==> src/rtl/sync_fifo_param.sv <==
// Parametrised single-clock FIFO with fill level, almost-full/almost-empty
// watermarks and sticky overflow/underflow flags.
module sync_fifo_param #(
    parameter int WIDTH     = 8,
    parameter int DEPTH     = 16,
    parameter int AF_THRESH = DEPTH - 2,
    parameter int AE_THRESH = 2
) (
    input  logic                       clk,
    input  logic                       rst,
    input  logic                       w_en,
    input  logic [WIDTH-1:0]           data_in,
    input  logic                       r_en,
    output logic [WIDTH-1:0]           data_out,
    output logic                       full,
    output logic                       empty,
    output logic                       almost_full,
    output logic                       almost_empty,
    output logic [$clog2(DEPTH+1)-1:0] count,
    output logic                       overflow,
    output logic                       underflow,
    input  logic                       err_clr
);

    localparam int AW = $clog2(DEPTH);
    localparam int CW = $clog2(DEPTH + 1);
    localparam logic [CW-1:0] DEPTH_C = CW'(DEPTH);
    localparam logic [CW-1:0] AF_C    = CW'(AF_THRESH);
    localparam logic [CW-1:0] AE_C    = CW'(AE_THRESH);

    generate
        if ((DEPTH < 2) || ((DEPTH & (DEPTH - 1)) != 0)) begin : g_bad_depth
            $error("sync_fifo_param: DEPTH must be a power of two >= 2");
        end
        if ((AF_THRESH < 1) || (AF_THRESH > DEPTH)) begin : g_bad_af
            $error("sync_fifo_param: AF_THRESH must be in 1..DEPTH");
        end
        if ((AE_THRESH < 0) || (AE_THRESH > DEPTH - 1)) begin : g_bad_ae
            $error("sync_fifo_param: AE_THRESH must be in 0..DEPTH-1");
        end
    endgenerate

    logic [WIDTH-1:0] mem_q [DEPTH];

    logic [AW-1:0]    wr_ptr_q,    wr_ptr_d;
    logic [AW-1:0]    rd_ptr_q,    rd_ptr_d;
    logic [CW-1:0]    count_q,     count_d;
    logic [WIDTH-1:0] data_out_q,  data_out_d;
    logic             overflow_q,  overflow_d;
    logic             underflow_q, underflow_d;

    logic wr_acc;
    logic rd_acc;

    // Status decodes only from registered count, so no input reaches an output.
    assign full         = (count_q == DEPTH_C);
    assign empty        = (count_q == '0);
    assign almost_full  = (count_q >= AF_C);
    assign almost_empty = (count_q <= AE_C);

    assign wr_acc = w_en && !full;
    assign rd_acc = r_en && !empty;

    always_comb begin
        // NOTE: every always_comb output gets a default first, so no path can infer a latch.
        wr_ptr_d    = wr_ptr_q;
        rd_ptr_d    = rd_ptr_q;
        count_d     = count_q;
        data_out_d  = data_out_q;
        overflow_d  = overflow_q;
        underflow_d = underflow_q;

        if (wr_acc) begin
            wr_ptr_d = wr_ptr_q + AW'(1);
        end
        if (rd_acc) begin
            rd_ptr_d   = rd_ptr_q + AW'(1);
            data_out_d = mem_q[rd_ptr_q];
        end

        if (wr_acc && !rd_acc) begin
            count_d = count_q + CW'(1);
        end else if (rd_acc && !wr_acc) begin
            count_d = count_q - CW'(1);
        end

        // Clear first so a coinciding error event wins.
        if (err_clr) begin
            overflow_d  = 1'b0;
            underflow_d = 1'b0;
        end
        if (w_en && full) begin
            overflow_d = 1'b1;
        end
        if (r_en && empty) begin
            underflow_d = 1'b1;
        end
    end

    always_ff @(posedge clk) begin
        // NOTE: sequential state uses non-blocking assignments so every register samples pre-edge values.
        if (rst) begin
            wr_ptr_q    <= '0;
            rd_ptr_q    <= '0;
            count_q     <= '0;
            data_out_q  <= '0;
            overflow_q  <= 1'b0;
            underflow_q <= 1'b0;
        end else begin
            wr_ptr_q    <= wr_ptr_d;
            rd_ptr_q    <= rd_ptr_d;
            count_q     <= count_d;
            data_out_q  <= data_out_d;
            overflow_q  <= overflow_d;
            underflow_q <= underflow_d;
        end
    end

    // NOTE: storage is deliberately not reset; the pointers and count define which entries are valid.
    always_ff @(posedge clk) begin
        if (wr_acc && !rst) begin
            mem_q[wr_ptr_q] <= data_in;
        end
    end

    assign data_out  = data_out_q;
    assign count     = count_q;
    assign overflow  = overflow_q;
    assign underflow = underflow_q;

endmodule

==> config.mk <==
export PLATFORM = sky130hd
export DESIGN_NAME = sync_fifo_param
export DESIGN_NICKNAME = d
export VERILOG_FILES = /design/src/rtl/sync_fifo_param.sv
export SDC_FILE = /design/constraint.sdc
export NUM_CORES = 1
export LEC_CHECK = 0
export CORE_UTILIZATION = 25
export CTS_CLUSTER_DIAMETER = 200
export DETAILED_ROUTE_END_ITERATION = 10
export PLACE_DENSITY = 0.36
export SYNTH_ARGS = -nofsm -noshare
export SYNTH_HDL_FRONTEND = slang
export SYNTH_SLANG_ARGS = --single-unit
==> constraint.sdc <==
create_clock -name clk -period 3.5 [get_ports clk]
set_clock_uncertainty 0.05 [all_clocks]
set_input_delay 0.7 -clock clk [delete_from_list [all_inputs] [get_ports clk]]
set_output_delay 0.7 -clock clk [all_outputs]
set_load 0.02 [all_outputs]
=== After elaboration in Yosys (flattened, before gate mapping) ===
Memories as Yosys holds them, arrays and structs flattened. A register that Yosys moved wholly into a read port is not among the register bits.
Cells that the tools add are included.

* Latch bits: 0
* Register bits: 15
* Memories kept: 1
* Bits in writable memories: 128
* Output and inout port bits: 19
* Bits in read-only memories: 0

{| class="wikitable"
|+ Memories
! name !! words !! width !! read ports !! clocked after memory_dff !! wr ports !! line !! text
|-
| mem_q || 16 || 8 || 1 || 1 || 1 || 43 || <nowiki>logic [WIDTH-1:0] mem_q [DEPTH];</nowiki>
|}

* Divide/modulo/power cells: 0
* Multiplexer cells: 7
* Bitwise logic cells: 0
* Equal/unequal tests: 1
* Multiply operators: 0
* $lt $le $gt $ge: 2
* Reductions and logical operators: 16
* Add/sub/neg operators: 4
* Shifts and indexed selects: 0

{| class="wikitable"
|+ Operators with widths
! operator !! count
|-
| $mux 5 || 2
|-
| $add 4x1->4 const B || 2
|-
| $logic_and 1x1->1 || 7
|-
| $reduce_bool 2->1 || 3
|-
| $add 5x1->5 const B || 1
|-
| $eq 5x5->1 const B || 1
|-
| $ge 5x4->1 const B || 1
|-
| $le 5x2->1 const B || 1
|-
| $logic_not 1->1 || 5
|-
| $logic_not 5->1 || 1
|-
| $mux 1 || 5
|-
| $sub 5x1->5 const B || 1
|}

=== Longest topological paths before layout ===
Gate-level depths: netlist (run 1).

* Depth in word-level cells: 7
* Depth in mapped cells: 12
* Mapped depth without buffers: 10

=== Worst setup path after synthesis (run 1) ===
OpenSTA, ideal clock, no wires.

* Kind: flip-flop to flip-flop
* Start: register count_q[4] (netlist: count[4])
* End: register count_q[4] (netlist: count[4])
* Library setup time: 0.121 ns
* Arrival: 2.767 ns
* Stages on the path, launching flop included: 13
* Clock period less this slack: 2.938 ns
* Slack: 0.562 ns
* Path through: dfxtp_1 > buf_2 > inv_2 > a21boi_2 > buf_2 > inv_1 > ha_1 > inv_1 > ha_1 > a21o_1 > a21oi_1 > mux2i_1 > mux2_2

* Cells in the longest elaborated chain, start to end: 6
* Elaborated cells between the ends (all ways): 15
* Classes of those cells: add/sub (2); eq/ne (1); mux (2); reduce/logical (10)

{| class="wikitable"
|+ Ends and longest elaborated chain
! what !! line !! text
|-
| start, declared || 47 || <nowiki>logic [CW-1:0] count_q, count_d;</nowiki>
|-
| start signal, assigned || 112 || <nowiki>count_q <= count_d;</nowiki>
|-
| parallel branches: the longest is 6 deep, another holds $sub 5x1->5 || n/a ||
|}

Parallel ways; which one is timed is not known. The select of a mux whose other input is x is not followed.
A chain may end at the register's enable or synchronous reset.

=== Worst setup path after layout (run 1) ===
* Start: register count_q[0] (netlist: count[0])
* End: output empty

* Cells in the longest elaborated chain, start to end: 1

{| class="wikitable"
|+ Ends and longest elaborated chain
! what !! line !! text
|-
| $logic_not 5->1 || 57 || <nowiki>assign empty = (count_q == '0);</nowiki>
|-
| end, declared || 16 || <nowiki>output logic empty,</nowiki>
|}

No other way between the ends.

==> flow_summary.ini, run 1 <==
[status]
outcome = complete, no violations

[clocking]
post_cts_buffers = 0
cts_resized = 0
cts.clk_slew.worst_paths_ns = 0.06
htreeDepth = 4
clock-sinks = 151
cts-root-buf = clkbuf_16
cts_tree = built
hold_buffers = 0
cts_buffer_depth = 2
cts_buffers = 17
clk-insertion-delay-late_ns = 0.41

[logic_synthesis]
synthesis.nets = 392
yosys.cell_types.count = 37
synth_top_area_cell = edfxtp_1
muxShareOfSynthArea = 0.121
synth_top_area_share = 0.635
ys_ff_latch = 151
synth_compound_area_frac = 0.0610
synth_top_family_by_area = multiplexers
synthAdderAreaFrac = 0.0219
yosys_warnings = 0
postSynthAreaPerCell_um2 = 16.4
synthArstFlopShare = 0
ys_top_cells_by_area = edfxtp_1 63%, dfxtp_1 7.6%, mux2i_1 6.0%
synthTopCellsByCount = 128 x edfxtp_1, 54 x nor2_1, 36 x mux2i_1, 23 x dfxtp_1
ys.flop_type = edfxtp_1
synth_edf_count = 128
synth.cell_area_um2 = 6060
syn_inst = 369
seq_area_frac_synth = 0.711
synthXorXnorAreaFrac = 0.0130
synth.most_common_cell = edfxtp_1
yosys.area_share.simple = 0.0535

[place]
globalplace.congestion = 0.744
dpl.cell_count = 722
dpl_cell_area_um2 = 6850
pre_cts_ws_ns = 0.254
io_buffers = 31
dp_hpwl_um = 9610

[sta]
setup_violations = 0
slew_headroom = 0.511
fmax_mhz = 320
period_share = 0.893
holdWs_ns = 0.452
grt_setup_unrepaired = false
setup_tns_ns = 0
timing.final.ws_setup_ns = 0.373
period_needed_ns = 3.13
finalMaxSlewViolations = 0
hold_viol_final = 0
worst_pin_slew_ns = 0.732

[critical_path]
start_kind = flop
slowest_delay_ns = 0.74
crit_path_cell_trace = or4_1 -> nor2_1 -> clkdlybuf4s50_1
crit_path_end_kind = primary output
critPathMaxFanout = 7
criticalPathCategory = flop to primary output
reg2reg_to = count[4]
r2r_start = count[0]
critPathSlowestCell = or4_1
r2r_cells = 10
r2r_setup_slack_ns = 0.73
worstPathRequired_ns = 2.75
startpoint = count[0]
worstPathArrival_ns = 2.38

[pwr]
peakVddDrop_mv = 0.275
cellLeakagePower_nw = 2.36
power.total_mw = 5.31
p_per_area_nw_per_um2 = 714

[worst_hold_path]
min_path_type = flop to flop
hold_path_end = data_out[0]
worstHoldPathCells = 2
worstHoldStart = data_out[0]

[grt]
grt_overflow = 0
grt_pass1_wl_um = 21800
grtUsageTotal = 0.126
antenna_found_initial = 0
grt_pass1_vias = 3346
grt_max_degree = 37

[layout]
fin_cells = 753
drive_above_1_share = 0.173
area_growth_pct = 22.9
diodes = 0
post-route-cell-area_um2 = 7440
final_nets = 445
fin_util = 0.315

[floorplan]
die_y_um = 158
dieWidth_um = 158
rows = 56
die_area_um2 = 24900
io_pins = 32
initial_core_util = 0.256
core_um2 = 23600

[routing]
finalWirelength_um = 14600
drc = 0
wl_per_cell_um = 19.5
route.antenna.remaining_nets = 0
first_pass_iters = 4
vias = 3328
drt-initial-drc-count = 214
post_drt_via_cell_ratio = 4.42

[job]
drv_cap = 0
layout make-up:
cell class,instances,area (um2)
Clock buffer,20,437
Clock inverter,11,151
Fill cell,2338,16200
Inverter,6,22.5
Multi-Input combinational cell,193,1640
Sequential cell,151,4310
Tap cell,319,399
Timing Repair Buffer,53,488
per-layer routing:
metal  vias to the layer above  routed length [um]  GRT usage
met5                         -                   0          0
met4                         0                 197     0.0411
met3                        10                 476     0.0312
met2                        59                6710      0.195
met1                      1713                7270      0.173
li1                       1546                   -          -
layout by cell type, fill, tap and decap left out, types with 2 or more instances in the layout:
cell type        instances
nand3_1                  2
edfxtp_1               128
xnor2_1                  3
nand2_1                  6
clkdlybuf4s50_1         31
a21oi_1                  3
or3_1                    2
buf_4                   21
o211ai_2                 3
clkbuf_16               17
mux4_2                  16
and3_1                   2
xor2_1                   6
ha_1                     9
a22oi_1                 10
dfxtp_1                 22
nor2b_1                  2
clkinv_4                 4
bufinv_16                3
mux2i_1                 36
nand3b_1                 3
nor2_1                  54
a311oi_1                 8
inv_1                    5
o22ai_1                 16
a21o_1                   2
clkbuf_1                 3
registers in the layout (all words and copies together), names as in the netlist:
register	count
mem_q	128
rd_ptr_q	4
data_out	8
overflow	1
underflow	1
wr_ptr_q	4
count	5
power by group:
part / switching, mW / internal, mW
clock network: 0.713 / 1.12
registers: 0.114 / 2.06
logic: 0.732 / 0.571
total: 1.56 / 3.75
how the worst max path moves through the flow:
stage	endpoint	cells past startpoint	slack, ns
floorplan	count[4]	12	0.56
global placement	count[4]	10	0.28
detailed placement	count[4]	10	0.25
CTS	empty	3	0.33
global route	full	3	0.26
finish	empty	3	0.37
logic make-up (layout without fill, tap and decap cells):
group | count (synthesis) | in the layout
mux | 53 | 53
buf+inv | 25 | 90
fa+ha+maj | 10 | 10
simple gates | 74 | 74
xor+xnor | 9 | 9
flops | 151 | 151
compound gates | 47 | 47
critical path: cells and delay by family (launching register included):
family / cells / cell delay (ns)
flops: 1 / 0.40
simple gates: 2 / 0.94
buf+inv: 1 / 0.62
Note: power is estimated with default switching activity, not from simulation.
==> run 2, diff against run 1 <==
--- a/config.mk
+++ b/config.mk
@@ -8,6 +8,7 @@
 export CORE_UTILIZATION = 25
 export CTS_CLUSTER_DIAMETER = 200
 export DETAILED_ROUTE_END_ITERATION = 10
+export GPL_TIMING_DRIVEN = 1
 export PLACE_DENSITY = 0.36
 export SYNTH_ARGS = -nofsm -noshare
 export SYNTH_HDL_FRONTEND = slang
==> results of run 2 <==
Final layout, timing and power as in run 1 (identical DEF).
==> RTL edit: new RTL, flow settings as in run 1 <==
The parameter `DEPTH` goes from 16 to 8.
--- a/src/rtl/sync_fifo_param.sv
+++ b/src/rtl/sync_fifo_param.sv
@@ -2,7 +2,7 @@
 // watermarks and sticky overflow/underflow flags.
 module sync_fifo_param #(
     parameter int WIDTH     = 8,
-    parameter int DEPTH     = 16,
+    parameter int DEPTH     = 8,
     parameter int AF_THRESH = DEPTH - 2,
     parameter int AE_THRESH = 2
 ) (
Interface: changed (resized count); port bits go from 32 to 31. The function was not compared with the original's and may differ.
==> RTL edit against run 1 <==
- routed wire length down 49%
- sequential cell count down 67
- critical endpoint is now count[3]$_SDFFE_PP0P_
- highest routed layer unchanged
- clock power down 44%
- via count down 45%
- design area down 42%
- maximum frequency up 8.7%
- setup slack better by 250 ps
- power down 36%
- synthesized area down 43%
==> RTL edit: results (changes against run 1) <==
metric	value	unit	change
r2r_cells	10		unchanged
clk_pin_slew	60	ps	about the same
n_antenna_cell	0		unchanged
worst-r2r-setup-slack	620	ps	-110 ps
hold_ws	444	ps	-7.20 ps
rr_endpoint	count[3]$_SDFFE_PP0P_		
total_leakage_power	1.43	nW	-40%
synthTopCellsByCount	edfxtp_1 (64), nor2_1 (26), dfxtp_1 (20), mux4_2 (16)		
synth_edf_count	64		-50%
status	completed		
ir_worst_vdd	0.269	mV	-2.2%
synth_fp_nets	222		-43%
final_nets	265		-40%
crit_arrival	3060	ps	+680 ps
gp_congestion	0.656		-12%
synth_cell_type_count	36		-2.7%
fill_cells	1307		-44%
root_buffer	clkbuf_16		
drive_above_1_share	0.271		+0.0981
io_buffers	30		-3.2%
wirelength	7420	um	-49%
antenna_found_initial	0		unchanged
grt_max_degree	19		-49%
track_usage	0.116		-0.0102
clock_path_buffers	2		unchanged
drt_iter0_drc	65		-70%
critical-path-max-stage-delay	610	ps	-130 ps
grt_pass1_vias	1907		-43%
clock_latency	340	ps	-70 ps
numCtsBuffers	9		-8
hpwlAfterDp	4520	um	-53%
path_max_fanout	8		+1
cts_max_level	3		-1
hold_path_end	data_out[3]$_SDFFE_PP0P_		
top_register	mem_q		
vias_per_cell	4.26		-3.7%
crit_slowest_cell	or4b_4		
worst_slew_pin_slew	1000	ps	+272 ps
async_flop_share	0		unchanged
min_from	data_out[3]$_SDFFE_PP0P_		
largest_reg_flops	64		-50%
synth_warnings	0		unchanged
grt_pass1_wl	11500	um	-47%
synth_area_leaders	edfxtp_1 (56%), dfxtp_1 (12%), mux4_2 (11%)		
synth-seq-area-share	0.678		-0.0329
==> RTL edit: cell types whose count changed in the layout (fill, tap and decap cells not counted), sizes merged, moves of 8 or more <==
cell | before | now
o22ai | 16 | 8
buf | 22 | 12
edfxtp | 128 | 64
a22oi | 10 | 0
mux2i | 36 | 2
a311oi | 8 | 0
nor2 | 54 | 26
nor3 | 0 | 11
clkbuf | 20 | 10
==> RTL edit: how the worst max path moves through the flow <==
stage / start / end / slack (ps) / depth (start not counted)
after floorplan: count[3]$_SDFFE_PP0P_ / count[3]$_SDFFE_PP0P_ / 780 / 10
after global placement: w_en / count[3]$_SDFFE_PP0P_ / 500 / 10
after detailed placement: w_en / count[3]$_SDFFE_PP0P_ / 480 / 10
after CTS: count[0]$_SDFFE_PP0P_ / count[3]$_SDFFE_PP0P_ / 640 / 10
after global routing: count[0]$_SDFFE_PP0P_ / count[3]$_SDFFE_PP0P_ / 440 / 10
final: count[0]$_SDFFE_PP0P_ / count[3]$_SDFFE_PP0P_ / 620 / 10
==> RTL edit: area by class of cell <==
class | instances | share of cell area
timing repair buffer | 42 | 0.0909
clock buffer | 10 | 0.0533
clock inverter | 6 | 0.0204
inverter | 4 | 0.00349
tap | 176 | 0.0513
sequential | 84 | 0.540
multi-input combinational | 105 | 0.240
==> RTL edit: power by group <==
part	internal [W]	total, W	leakage (nW)	switching, W
logic	0.000527	0.00107	0.526	0.000544
registers	0.00117	0.00129	0.742	0.000121
clock network	0.000626	0.00102	0.157	0.000393
==> RTL edit: logic make-up (layout without fill, tap and decap cells) <==
group | after synthesis | after routing | synth area share
DFF | 84 | 84 | 0.678
muxes | 19 | 19 | 0.114
xor gates and xnor gates | 6 | 6 | 0.0153
adders and majority gates | 6 | 6 | 0.0241
buffers and inverters | 14 | 62 | 0.0245
AOI/OAI and AO/OA | 18 | 18 | 0.0511
and+or+nand+nor | 56 | 56 | 0.0928
==> RTL edit: metrics by stage <==
stage	power, W	instance area (um2)	setup slack [ps]	cells
CTS	0.00345	4300	636	427
global placement	0.00241	3980	499	411
finish	0.00338	4300	623	427
detailed placement	0.00241	3980	481	411
floorplan	0.00207	3430	777	203
global route	0.00357	4300	439	427
==> RTL edit: worst min-delay path: cells and delay by family (launching register included) <==
family	cells	cell delay, ps
flops	1	320
simple gates	2	130
==> RTL edit: routing by layer <==
metal | vias to the layer above | part of all wire | GRT usage
li1 | 864 | - | -
met1 | 907 | 0.47 | 0.148
met2 | 33 | 0.47 | 0.180
met3 | 14 | 0.027 | 0.0249
met4 | 0 | 0.027 | 0.0712
met5 | - | 0 | 0
